--- src/rtl/wgt_fifo_ctrl.sv ---
// wgt_fifo_ctrl: sequencer for the weight FIFO array feeding the systolic array.
// It accepts a per-layer configuration, clears the FIFOs, and loads one layer's
// weights under a valid/ready handshake. It then issues one rd_en window per
// pass and rewinds the read pointers between passes.
// Optional feature macro: WGT_CTRL_SKEW_EN. When defined, each rd_en[j] is
// delayed by j cycles to follow the systolic diagonal. When undefined, all
// active lanes read together.
module wgt_fifo_ctrl #(
  parameter int NUM_FIFO          = 16,
  parameter int MAX_WGT_FIFO_SIZE = 4608,
  parameter int LEN_W             = 13
) (
  input  logic                clk,
  input  logic                rst_n,
  input  logic                cfg_valid,
  output logic                cfg_ready,
  input  logic [4:0]          cfg_num_filter,
  input  logic [LEN_W-1:0]    cfg_wgt_len,
  input  logic [7:0]          cfg_num_pass,
  output logic                cfg_err,
  input  logic                wgt_valid,
  output logic                wgt_ready,
  input  logic                rd_start,
  input  logic                abort,
  output logic                wr_clr,
  output logic                rd_clr,
  output logic                wr_en,
  output logic [4:0]          read_wgt_size,
  output logic [NUM_FIFO-1:0] rd_en,
  output logic                busy,
  output logic                load_done,
  output logic                pass_done,
  output logic                all_done
);

  typedef enum logic [2:0] {IDLE, CLR, LOAD, WAIT_RD, READ} state_e;

  // The skew counter is one bit wider so that len+NUM_FIFO-2 cannot wrap.
  localparam int              TW      = LEN_W + 1;
  localparam logic [4:0]       NF_MAX  = 5'(NUM_FIFO);
  localparam logic [LEN_W-1:0] LEN_MAX = LEN_W'(MAX_WGT_FIFO_SIZE);

  state_e              state_q, state_d;
  logic [4:0]          nf_q, nf_d;
  logic [LEN_W-1:0]    len_q, len_d;
  logic [7:0]          np_q, np_d;
  logic [LEN_W-1:0]    wcnt_q, wcnt_d;
  logic [TW-1:0]       t_q, t_d, t_inc, t_end;
  logic [7:0]          pcnt_q, pcnt_d;
  logic [NUM_FIFO-1:0] rd_en_d;
  logic                cfg_err_d, wr_clr_d, rd_clr_d;
  logic                load_done_d, pass_done_d, all_done_d;
  logic                cfg_bad;

  // Read-enable pattern for skew counter value tv.
  function automatic logic [NUM_FIFO-1:0] lane_mask(input logic [TW-1:0] tv,
                                                    input logic [4:0] nf,
                                                    input logic [LEN_W-1:0] len);
    logic [TW-1:0] jv;
    logic [TW-1:0] nfv;
    logic [TW-1:0] lv;
    lane_mask = '0;
    nfv = TW'(nf);
    lv  = {1'b0, len};
    for (int j = 0; j < NUM_FIFO; j++) begin
      jv = TW'(j);
`ifdef WGT_CTRL_SKEW_EN
      lane_mask[j] = (jv < nfv) && (tv >= jv) && (tv < jv + lv);
`else
      lane_mask[j] = (jv < nfv) && (tv < lv);
`endif
    end
  endfunction

  assign cfg_bad = (cfg_num_filter == '0) || (cfg_num_filter > NF_MAX) ||
                   (cfg_wgt_len == '0) || (cfg_wgt_len > LEN_MAX) ||
                   (cfg_num_pass == '0);

  assign t_inc = t_q + TW'(1);
`ifdef WGT_CTRL_SKEW_EN
  assign t_end = {1'b0, len_q} + TW'(nf_q) - TW'(2);
`else
  assign t_end = {1'b0, len_q} - TW'(1);
`endif

  // Handshake and lane gating follow the state directly; abort blocks writes.
  assign cfg_ready     = (state_q == IDLE);
  assign busy          = (state_q != IDLE);
  assign wgt_ready     = (state_q == LOAD) && !abort;
  assign wr_en         = wgt_ready && wgt_valid;
  assign read_wgt_size = (state_q == LOAD) ? nf_q : 5'd0;

  // Next-state, counters and registered strobes.
  always_comb begin
    // NOTE: every variable gets a default before any branch, so no path leaves it unassigned and no latch is inferred.
    state_d     = state_q;
    nf_d        = nf_q;
    len_d       = len_q;
    np_d        = np_q;
    wcnt_d      = wcnt_q;
    t_d         = t_q;
    pcnt_d      = pcnt_q;
    rd_en_d     = '0;
    cfg_err_d   = 1'b0;
    wr_clr_d    = 1'b0;
    rd_clr_d    = 1'b0;
    load_done_d = 1'b0;
    pass_done_d = 1'b0;
    all_done_d  = 1'b0;
    if (abort && state_q != IDLE) begin
      state_d  = IDLE;
      wr_clr_d = 1'b1;
      rd_clr_d = 1'b1;
    end else begin
      unique case (state_q)
        IDLE: if (cfg_valid) begin
          nf_d  = cfg_num_filter;
          len_d = cfg_wgt_len;
          np_d  = cfg_num_pass;
          if (cfg_bad) begin
            cfg_err_d = 1'b1;
          end else begin
            state_d  = CLR;
            wr_clr_d = 1'b1;
            rd_clr_d = 1'b1;
          end
        end
        CLR: begin
          state_d = LOAD;
          wcnt_d  = '0;
          pcnt_d  = '0;
        end
        LOAD: if (wgt_valid) begin
          wcnt_d = wcnt_q + LEN_W'(1);
          if (wcnt_q == len_q - LEN_W'(1)) begin
            state_d     = WAIT_RD;
            load_done_d = 1'b1;
          end
        end
        WAIT_RD: if (rd_start) begin
          state_d = READ;
          t_d     = '0;
          rd_en_d = lane_mask('0, nf_q, len_q);
        end
        READ: begin
          if (t_q == t_end) begin
            pcnt_d      = pcnt_q + 8'd1;
            pass_done_d = 1'b1;
            rd_clr_d    = 1'b1;
            if (pcnt_q == np_q - 8'd1) begin
              all_done_d = 1'b1;
              state_d    = IDLE;
            end else begin
              state_d = WAIT_RD;
            end
          end else begin
            t_d     = t_inc;
            rd_en_d = lane_mask(t_inc, nf_q, len_q);
          end
        end
        default: state_d = IDLE;
      endcase
    end
  end

  // State, configuration, counters and strobe registers.
  always_ff @(posedge clk or negedge rst_n) begin
    // NOTE: sequential state uses non-blocking assignments so every register samples pre-edge values.
    if (!rst_n) begin
      state_q   <= IDLE;
      nf_q      <= '0;
      len_q     <= '0;
      np_q      <= '0;
      wcnt_q    <= '0;
      t_q       <= '0;
      pcnt_q    <= '0;
      rd_en     <= '0;
      cfg_err   <= 1'b0;
      wr_clr    <= 1'b0;
      rd_clr    <= 1'b0;
      load_done <= 1'b0;
      pass_done <= 1'b0;
      all_done  <= 1'b0;
    end else begin
      state_q   <= state_d;
      nf_q      <= nf_d;
      len_q     <= len_d;
      np_q      <= np_d;
      wcnt_q    <= wcnt_d;
      t_q       <= t_d;
      pcnt_q    <= pcnt_d;
      rd_en     <= rd_en_d;
      cfg_err   <= cfg_err_d;
      wr_clr    <= wr_clr_d;
      rd_clr    <= rd_clr_d;
      load_done <= load_done_d;
      pass_done <= pass_done_d;
      all_done  <= all_done_d;
    end
  end

endmodule
--- config.mk ---
export PLATFORM = sky130hd
export DESIGN_NAME = wgt_fifo_ctrl
export DESIGN_NICKNAME = d
export VERILOG_FILES = /design/src/rtl/wgt_fifo_ctrl.sv
export SDC_FILE = /design/constraint.sdc
export NUM_CORES = 1
export LEC_CHECK = 0
export CELL_PAD_IN_SITES_DETAIL_PLACEMENT = 1
export CELL_PAD_IN_SITES_GLOBAL_PLACEMENT = 1
export CORE_MARGIN = 3
export CORE_UTILIZATION = 47
export CTS_BUF_LIST = sky130_fd_sc_hd__clkbuf_4 sky130_fd_sc_hd__clkbuf_8 sky130_fd_sc_hd__clkbuf_16
export CTS_CLUSTER_SIZE = 40
export DETAILED_ROUTE_END_ITERATION = 7
export PLACE_DENSITY = 0.93
export SYNTH_ARGS = -nofsm -noshare
export SYNTH_HDL_FRONTEND = slang
export SYNTH_SLANG_ARGS = --single-unit
--- constraint.sdc ---
create_clock -name clk -period 7.5 [get_ports clk]
set_input_delay 1.5 -clock clk [delete_from_list [all_inputs] [get_ports clk]]
set_output_delay 1.5 -clock clk [all_outputs]
set_load 0.03 [all_outputs]
## Word-level counts from Yosys, hierarchy flattened

Index checks and enable logic that the tools add are counted.

- $add $sub $neg: 6
- Multiply operators: 0
- Divide/modulo/power cells: 0
- Magnitude comparators: 20
- Equal/unequal tests: 17
- Shifts and indexed selects: 0
- Mux-type cells: 42
- Bitwise logic cells: 1
- Reductions and logical operators: 53

Operators by type and width:

| cell | count |
|---|---|
| 16-bit 2-to-1 mux | 3 |
| 4-bit by 5-bit less-than comparator with 1-bit output, first input constant | 8 |
| 1-bit logical AND | 35 |
| 16-bit case mux with 2 select lines | 1 |
| 14-bit 2-to-1 mux | 2 |
| 14-bit case mux with 2 select lines | 1 |
| 13-bit case mux with 2 select lines | 1 |
| 3-bit 2-to-1 mux | 7 |
| 3-bit by 5-bit less-than comparator with 1-bit output, first input constant | 4 |
| 1-bit 2-to-1 mux | 20 |
| 8-bit case mux with 2 select lines | 1 |
| 3-bit case mux with 5 select lines | 1 |
| 14-bit by 1-bit adder with 14-bit output, second input constant | 1 |
| 14-bit equality test | 1 |
| 14-bit by 13-bit less-than comparator with 1-bit output | 1 |
| 13-bit by 1-bit subtractor with 14-bit output, second input constant | 1 |
| 13-bit by 1-bit adder with 13-bit output, second input constant | 1 |
| 13-bit equality test | 1 |
| 13-bit > comparator, second input constant | 1 |
| 13-bit logical NOT | 1 |
| 1-bit by 13-bit less-than comparator with 1-bit output, first input constant | 1 |
| 13-bit 2-to-1 mux | 1 |
| 13-bit by 1-bit subtractor with 13-bit output, second input constant | 1 |
| 1-bit by 5-bit less-than comparator with 1-bit output, first input constant | 2 |
| other kinds (27) | 42 |

- Bits in registers: 86
- Bits in latches: 0
- Bits in writable memories: 0
- Bits in read-only memories: 0
- Input port bits: 32
- Output and inout port bits: 31
- Memories kept: 0

## Logic depth before layout (Yosys ltp)

Gate-level depths: netlist (run 1).

- Word-level depth: 9
- Gate-level depth with buffers: 14

## Least setup slack after synthesis (run 1)

No wires, ideal clock.

- Path type: input-to-output
- From: in abort
- To: out wr_en
- Data arrival time: 2802 ps
- Data required time: 6000 ps
- Slack: 3198 ps
- Cell stages on the path: 4
- Path through: clkbuf_1 buf_1 nor2_1 and2_1

- Longest elaborated chain between the ends: 3

Ends and longest elaborated chain:

| what | line | text |
|---|---|---|
| start, declared | 24 | `input logic abort,` |
| 1-bit logical NOT | 89 | `assign wgt_ready = (state_q == LOAD) && !abort;` |
| 1-bit logical AND | 89 |  |
| named net wgt_ready | 22 | `output logic wgt_ready,` |
| 1-bit logical AND | 90 | `assign wr_en = wgt_ready && wgt_valid;` |
| end, declared | 27 | `output logic wr_en,` |

The timed path passes the listed nets, and every way through them passes these cells.

## Worst setup path after layout (run 1)

- From: in abort
- To: out wr_en

- Longest elaborated chain between the ends: 3

Ends and longest elaborated chain:

| what | line |
|---|---|
| 1-bit logical NOT | 89 |
| 1-bit logical AND | 89 |
| 1-bit logical AND | 90 |

No other way between the ends.

==> summary.md, run 1 <==
| Metric | Value |
|---|---|
| Clock root buffer | clkbuf_16 |
| Number of global-route vias before repair | approximately 5200 |
| VDD IR max | around 0.22 mV |
| # fillers | between 1000 and 1500 |
| Count of state elements after synthesis | 86 |
| Post-synthesis cell type count | 71 |
| Initial antenna violation count | 0 |
| Synth Flop Type | dfrtp_1 |
| Cell Int Power | about 1.3 mW |
| Worst EP arrival | ~3500 ps |
| First-pass DRT Iterations | 4 |
| Worst Path Buf+Inv | 2 |
| Gate power share | 43.1% |
| CTS tree | yes |
| Clock Path Buffers | 2 |
| Worst-margin pin slew | ~1100 ps |
| CTS H-tree depth | 3 |
| Outcome | finished clean |
| Placed insts | 767 |
| Worst-path maximum fanout | 18 |
| # rows | 38 |
| Fin cells | 783 |
| Critical path cell sequence | clkdlybuf4s50_1 > nor2_1 > and2_1 > clkdlybuf4s50_1 |
| Max stage delay on crit path | between 700 and 800 ps |
| Routed len/inst | 22.4 um |
| Fmax | roughly 0.2 GHz |
| Final Hold Viols | 0 |
| GRT overflow | 0 |
| Die Y | between 100 and 150 um |
| Hold WC Path Type | reg2reg |
| Clock Power Share | a little under a quarter |
| Worst Setup Path Type | in2out |
| Maxcap violations | 0 |
| Die area | about 13000 um^2 |
| Leading cell types in the layout, fill and taps excluded | 86 x dfrtp_1, 61 x clkdlybuf4s50_1, 50 x nor2_1 |
| Post-route ant nets | 0 |
| Final wirelength | 17500 um |
| Largest net degree at the start of global routing | just under 90 |
| Layout cells sized above 1 | 9.18% |
| Clock-pin slew on the worst setup and hold paths | about 60 ps |
| Unrepaired setup endpoints after global routing | no |
| Vias | a little under 5000 |
| Core Area | ~11000 um^2 |
| WHS | approximately 560 ps |
| Post-DP HPWL | between 10000 and 15000 um |
| CP delay by family, top | buffers and inverters |
| ANT cells | 0 |
| Slew Viols, Final | 0 |
| Async SR Flop Fraction | 100% |
| Seq/Total Area, Yosys | between 30 and 40% |
| Final Wtd Congestion | around 0.9 |
| Syn Inst Count | between 600 and 700 |
| Pwr/cell area | around 350 nW/um^2 |
| Max_slew headroom | roughly a quarter |
| Syn Nets | 652 |
| DRC viols | 0 |
| Final nets | between 600 and 700 |
| Post-Syn Area | between 5000 and 6000 um^2 |
| Final setup viols | 0 |
| CP max stage cell | clkdlybuf4s50_1 |
| Synth warn | 0 |
| Crit end category | output port |
| Clk_lat worst skew | roughly 370 ps |
| GR Util All Layers | between 20 and 30% |
| Die width | 114 um |
| Setup Total Neg Slack | 0 ps |
| P_leak | about 2.7 nW |
| Most common cell after layout, fill and taps aside | dfrtp_1 |
| Sw frac | between 40 and 50% |
| Post-CTS Setup Bufs | 0 |
| R2R setup slack | ~3400 ps |
| I/O Buffers | 62 |
| # hold bufs at CTS | 0 |
| Flop pwr share | between 30% and 40% |
| Worst EP required | 6000 ps |
| Post-synth EDFFs | 0 |
| Area delta synth->final | 17.3% |
| Clk sink count | between 80 and 90 |
| Vias/cell | roughly 6.2 |
| Gates resized, CTS repair | 0 |
| Initial Util | between 40 and 50% |
| Critical Path Start Type | input pin |
| Syn avg cell area | between 9 and 10 um^2 |
| Iter 0 DRT Violations | 386 |
| Design Power | about 2.3 mW |
| Cts bufs inserted | 9 |
| Final Critical Period | 5000 ps |
| First-pass GRT wire length | around 28000 um |
| Switching Power | between 1 and 1.5 mW |
| Boundary pin count | 63 |
| Core Util, Final | 58.1% |
| Fin crit share | approximately two thirds |
| Clock Skew | 9.49 ps |
| Most frequent CP cell | clkdlybuf4s50_1 |
[per-stage QoR]
stage                     cell area (um^2)  setup WS [ps]
after floorplan                       5530           3200
after global placement                6150           2610
after detailed placement              6150           2510
after CTS                             6490           2490
after global routing                  6490           2330
final                                 6490           2500
[power groups by stage]
| stage | clock network [mW] | logic (mW) | registers (mW) |
|---|---|---|---|
| final | 0.520 | 0.989 | 0.784 |
| after global routing | 0.546 | 1.08 | 0.799 |
| after CTS | 0.525 | 0.984 | 0.774 |
| after detailed placement | 0 | 0.961 | 0.777 |
| after global placement | 0 | 0.903 | 0.762 |
| after floorplan | 0 | 0.777 | 0.661 |
[final timing paths]
kind,startpoint,endpoint,cells after the start
worst max-delay path,abort,wr_en,4
worst min-delay path,np_q[7],np_q[7],1
worst max register to register,len_q[0],rd_en[1],10
worst min register to register,np_q[7],np_q[7],1
max in group asynchronous,rst_n,len_q[6],1
min in group asynchronous,rst_n,rd_en[15],1
[cell type report]
type	count	area, um^2	area share, %
Tap cell	140	175	2.70
Clock inverter	7	111	1.72
Inverter	23	86.3	1.33
Multi-Input combinational cell	455	3110	48.0
Clock buffer	9	225	3.47
Sequential cell	86	2150	33.2
Timing Repair Buffer	63	626	9.65
[layer usage]
metal,part of all wire [%],GRT usage [%]
met1,42,35.0
met2,49,46.3
met3,5.4,7.98
met4,3.5,10.9
met5,0,0
[cells in the mapped netlist, drive strengths merged (3+ instances only)]
cell / number / area share, %
a211oi: 4 / 0.54
a21o: 5 / 0.68
a21oi: 26 / 3.0
a22o: 12 / 1.9
a31oi: 5 / 0.57
and2: 3 / 0.34
and3: 10 / 1.1
buf: 14 / 1.6
clkbuf: 24 / 1.6
dfrtp: 86 / 39
ha: 18 / 4.1
inv: 23 / 1.6
mux2: 11 / 2.2
nand2: 46 / 3.1
nand2b: 5 / 0.57
nand3: 30 / 2.7
nand3b: 4 / 0.54
nand4: 14 / 1.6
nor2: 57 / 4.2
nor2b: 7 / 0.79
nor3: 21 / 2.2
nor4: 18 / 2.9
o211ai: 4 / 0.54
o21a: 5 / 0.68
o21ai: 37 / 3.4
o21bai: 3 / 0.61
o2bb2ai: 3 / 0.48
o31ai: 5 / 0.77
or2: 3 / 0.34
or3: 6 / 0.77
xnor2: 37 / 5.9
xor2: 26 / 4.1
[worst reg2reg max path, cell delays in order (launching register included)]
cell	delay [ps]
dfrtp_1	500
inv_1	130
ha_1	390
or4b_2	720
nor4_1	290
mux2i_1	380
nand3_1	180
nor4_4	490
nor3_4	220
a21oi_4	550
a21oi_1	110
[sequential cells by signal, indices dropped and copies added, names as in the netlist]
name and cells:
rd_en 16, wr_clr 1, state_q 3, all_done 1
t_q 14, len_q 13, np_q 8, wcnt_q 13
pass_done 1, rd_clr 1, nf_q 5, load_done 1
pcnt_q 8, cfg_err 1
[cell families after synthesis]
logic type	after synthesis	share of synthesized area, %
compound gates	125	16.2
buf+inv	61	4.82
simple gates	235	23.0
xor+xnor	64	10.4
fa+ha+maj	18	4.07
mux	13	2.60
flops	86	38.9
No activity file was read; power rests on OpenSTA's default activity.
==> run 2: changes to the inputs <==
--- a/config.mk
+++ b/config.mk
@@ -8,11 +8,11 @@
 export CELL_PAD_IN_SITES_DETAIL_PLACEMENT = 1
 export CELL_PAD_IN_SITES_GLOBAL_PLACEMENT = 1
 export CORE_MARGIN = 3
-export CORE_UTILIZATION = 47
+export CORE_UTILIZATION = 44
 export CTS_BUF_LIST = sky130_fd_sc_hd__clkbuf_4 sky130_fd_sc_hd__clkbuf_8 sky130_fd_sc_hd__clkbuf_16
 export CTS_CLUSTER_SIZE = 40
 export DETAILED_ROUTE_END_ITERATION = 7
-export PLACE_DENSITY = 0.93
+export PLACE_DENSITY = 0.88
 export SYNTH_ARGS = -nofsm -noshare
 export SYNTH_HDL_FRONTEND = slang
 export SYNTH_SLANG_ARGS = --single-unit
==> constraint.sdc (replaced) <==
create_clock -name clk -period 5.2 [get_ports clk]
set_input_delay 1.04 -clock clk [delete_from_list [all_inputs] [get_ports clk]]
set_output_delay 1.04 -clock clk [all_outputs]
set_load 0.03 [all_outputs]
==> summary.md, run 2 (synthesis results as in run 1) <==
| Metric | Value |
|---|---|
| Outcome | finished clean |
| Worst-margin pin slew | 1300 ps |
| Switching Power | about 1.5 mW |
| Vias | ~5000 |
| Clock Power Share | 19.9% |
| Fin crit share | roughly 75% |
| Core Area | between 10000 and 15000 um^2 |
| Cts bufs inserted | 9 |
| Die Y | around 120 um |
| Area delta synth->final | 17.2% |
| DRC viols | 0 |
| Largest net degree at the start of global routing | between 50 and 60 |
| Number of global-route vias before repair | roughly 5400 |
| I/O Buffers | between 60 and 70 |
| Final wirelength | roughly 17000 um |
| Final Critical Period | 3920 ps |
| # rows | 40 |
| Flop pwr share | 35.1% |
| ANT cells | 0 |
| Post-CTS Setup Bufs | 0 |
| Hold WC Path Type | reg2reg |
| VDD IR max | 0.247 mV |
| Clock-pin slew on the worst setup and hold paths | roughly 70 ps |
| # hold bufs at CTS | 0 |
| Clock Path Buffers | 2 |
| Most flops, register | rd_en |
| Gates resized, CTS repair | 0 |
| Final nets | just under 700 |
| Worst EP arrival | around 4100 ps |
| GR Util All Layers | about a quarter |
| Initial antenna violation count | 0 |
| Fmax | around 0.25 GHz |
| Post-DP HPWL | between 10000 and 15000 um |
| GRT overflow | 0 |
| Clock Skew | between 7 and 8 ps |
| Worst Setup Path Type | reg2reg |
| Max_slew headroom | between 10% and 20% |
| Final setup viols | 0 |
| P_leak | 2.67 nW |
| Clk sink count | 86 |
| Final instance area | around 6500 um^2 |
| Most common cell after layout, fill and taps aside | dfrtp_1 |
| Maxcap violations | 0 |
| # fillers | 1410 |
| CTS tree | yes |
| Slew Viols, Final | 0 |
| Post-route ant nets | 0 |
| Iter 0 DRT Violations | between 300 and 400 |
| First-pass DRT Iterations | 4 |
| CTS H-tree depth | 3 |
| Initial Util | 45.5% |
| Critical Path Start Type | flip-flop |
| Leading cell types in the layout, fill and taps excluded | 86 x dfrtp_1, 61 x clkdlybuf4s50_1, 50 x nor2_1 |
| Boundary pin count | between 60 and 70 |
| Worst-path maximum fanout | 16 |
| Vias/cell | ~6 |
| Crit end category | flip-flop |
| Top Registers | rd_en x16, t_q x14 |
| Cell Int Power | ~1.7 mW |
| Setup Total Neg Slack | 0 ps |
| Gate power share | 45.0% |
| Final Wtd Congestion | just under 0.9 |
| Max reg flops | 16 |
| Die area | ~14000 um^2 |
| Sw frac | a little under half |
| Clock root buffer | clkbuf_16 |
| Final Hold Viols | 0 |
| Pwr/cell area | around 500 nW/um^2 |
| Unrepaired setup endpoints after global routing | no |
| Placed cell area | between 6000 and 7000 um^2 |
| Clk_lat worst skew | about 350 ps |
| Layout cells sized above 1 | under 10% |
| Routed len/inst | around 21 um |
| Worst EP required | ~5400 ps |
| First-pass GRT wire length | 28700 um |
| Die width | around 120 um |
## run 2: final cells by class
class / instances / area, um^2 / share of cell area, %
clock inverters: 7 / 56.3 / 0.869
inverters: 23 / 86.3 / 1.33
flip-flops and latches: 86 / 2150 / 33.2
clock buffers: 9 / 225 / 3.47
repair buffers: 65 / 641 / 9.88
well taps: 168 / 210 / 3.24
multi-input cells: 455 / 3110 / 48.0
## run 2: path summary, 6_finish.rpt
path                       slack, ps  depth (start not counted)     start  endpoint
min in group asynchronous        630                          1     rst_n  rd_en[3]
hold / removal                   550                          1   np_q[7]   np_q[7]
max in group asynchronous       3520                          2     rst_n    wr_clr
hold reg to reg                  550                          1   np_q[7]   np_q[7]
setup / recovery                1280                         10  len_q[0]  rd_en[5]
setup reg to reg                1280                         10  len_q[0]  rd_en[5]
## run 2: worst max-delay path, stage by stage (launching register included)
cell,delay (ps)
dfrtp_1,450
inv_1,110
ha_1,350
or4b_2,710
nor4_1,300
mux2i_1,350
nand3_1,170
nor4_4,450
nor3_4,200
a21oi_4,560
a21oi_1,110
## run 2: power by group through the flow
| stage | clock network, mW | registers (mW) | logic, mW |
|---|---|---|---|
| final | 0.628 | 1.11 | 1.42 |
| after global routing | 0.668 | 1.14 | 1.56 |
| after CTS | 0.640 | 1.10 | 1.42 |
| after detailed placement | 0 | 1.11 | 1.40 |
| after global placement | 0 | 1.09 | 1.31 |
| after floorplan | 0 | 0.954 | 1.12 |
## run 2: metrics by stage
stage                     worst slack, ps  util [%]  power, mW  cells  hold WS, ps
final                                1280      53.3       3.16    813          546
after global routing                  964      53.3       3.37    813          555
after CTS                            1260      53.3       3.16    813          546
after detailed placement             1300      51.0       2.51    797          523
after global placement               1410      51.0       2.40    797          523
after floorplan                      1820         -       2.08    602          500
## run 2: routing by layer
layer / routed length (um) / global-route usage, % / vias up / part of all wire, %
li1: - / - / 2225 / -
met2: 8930 / 44.4 / 134 / 51
met5: 0 / 0 / - / 0
met1: 7250 / 31.4 / 2558 / 42
met4: 522 / 10.6 / 0 / 3.0
met3: 735 / 5.29 / 48 / 4.2
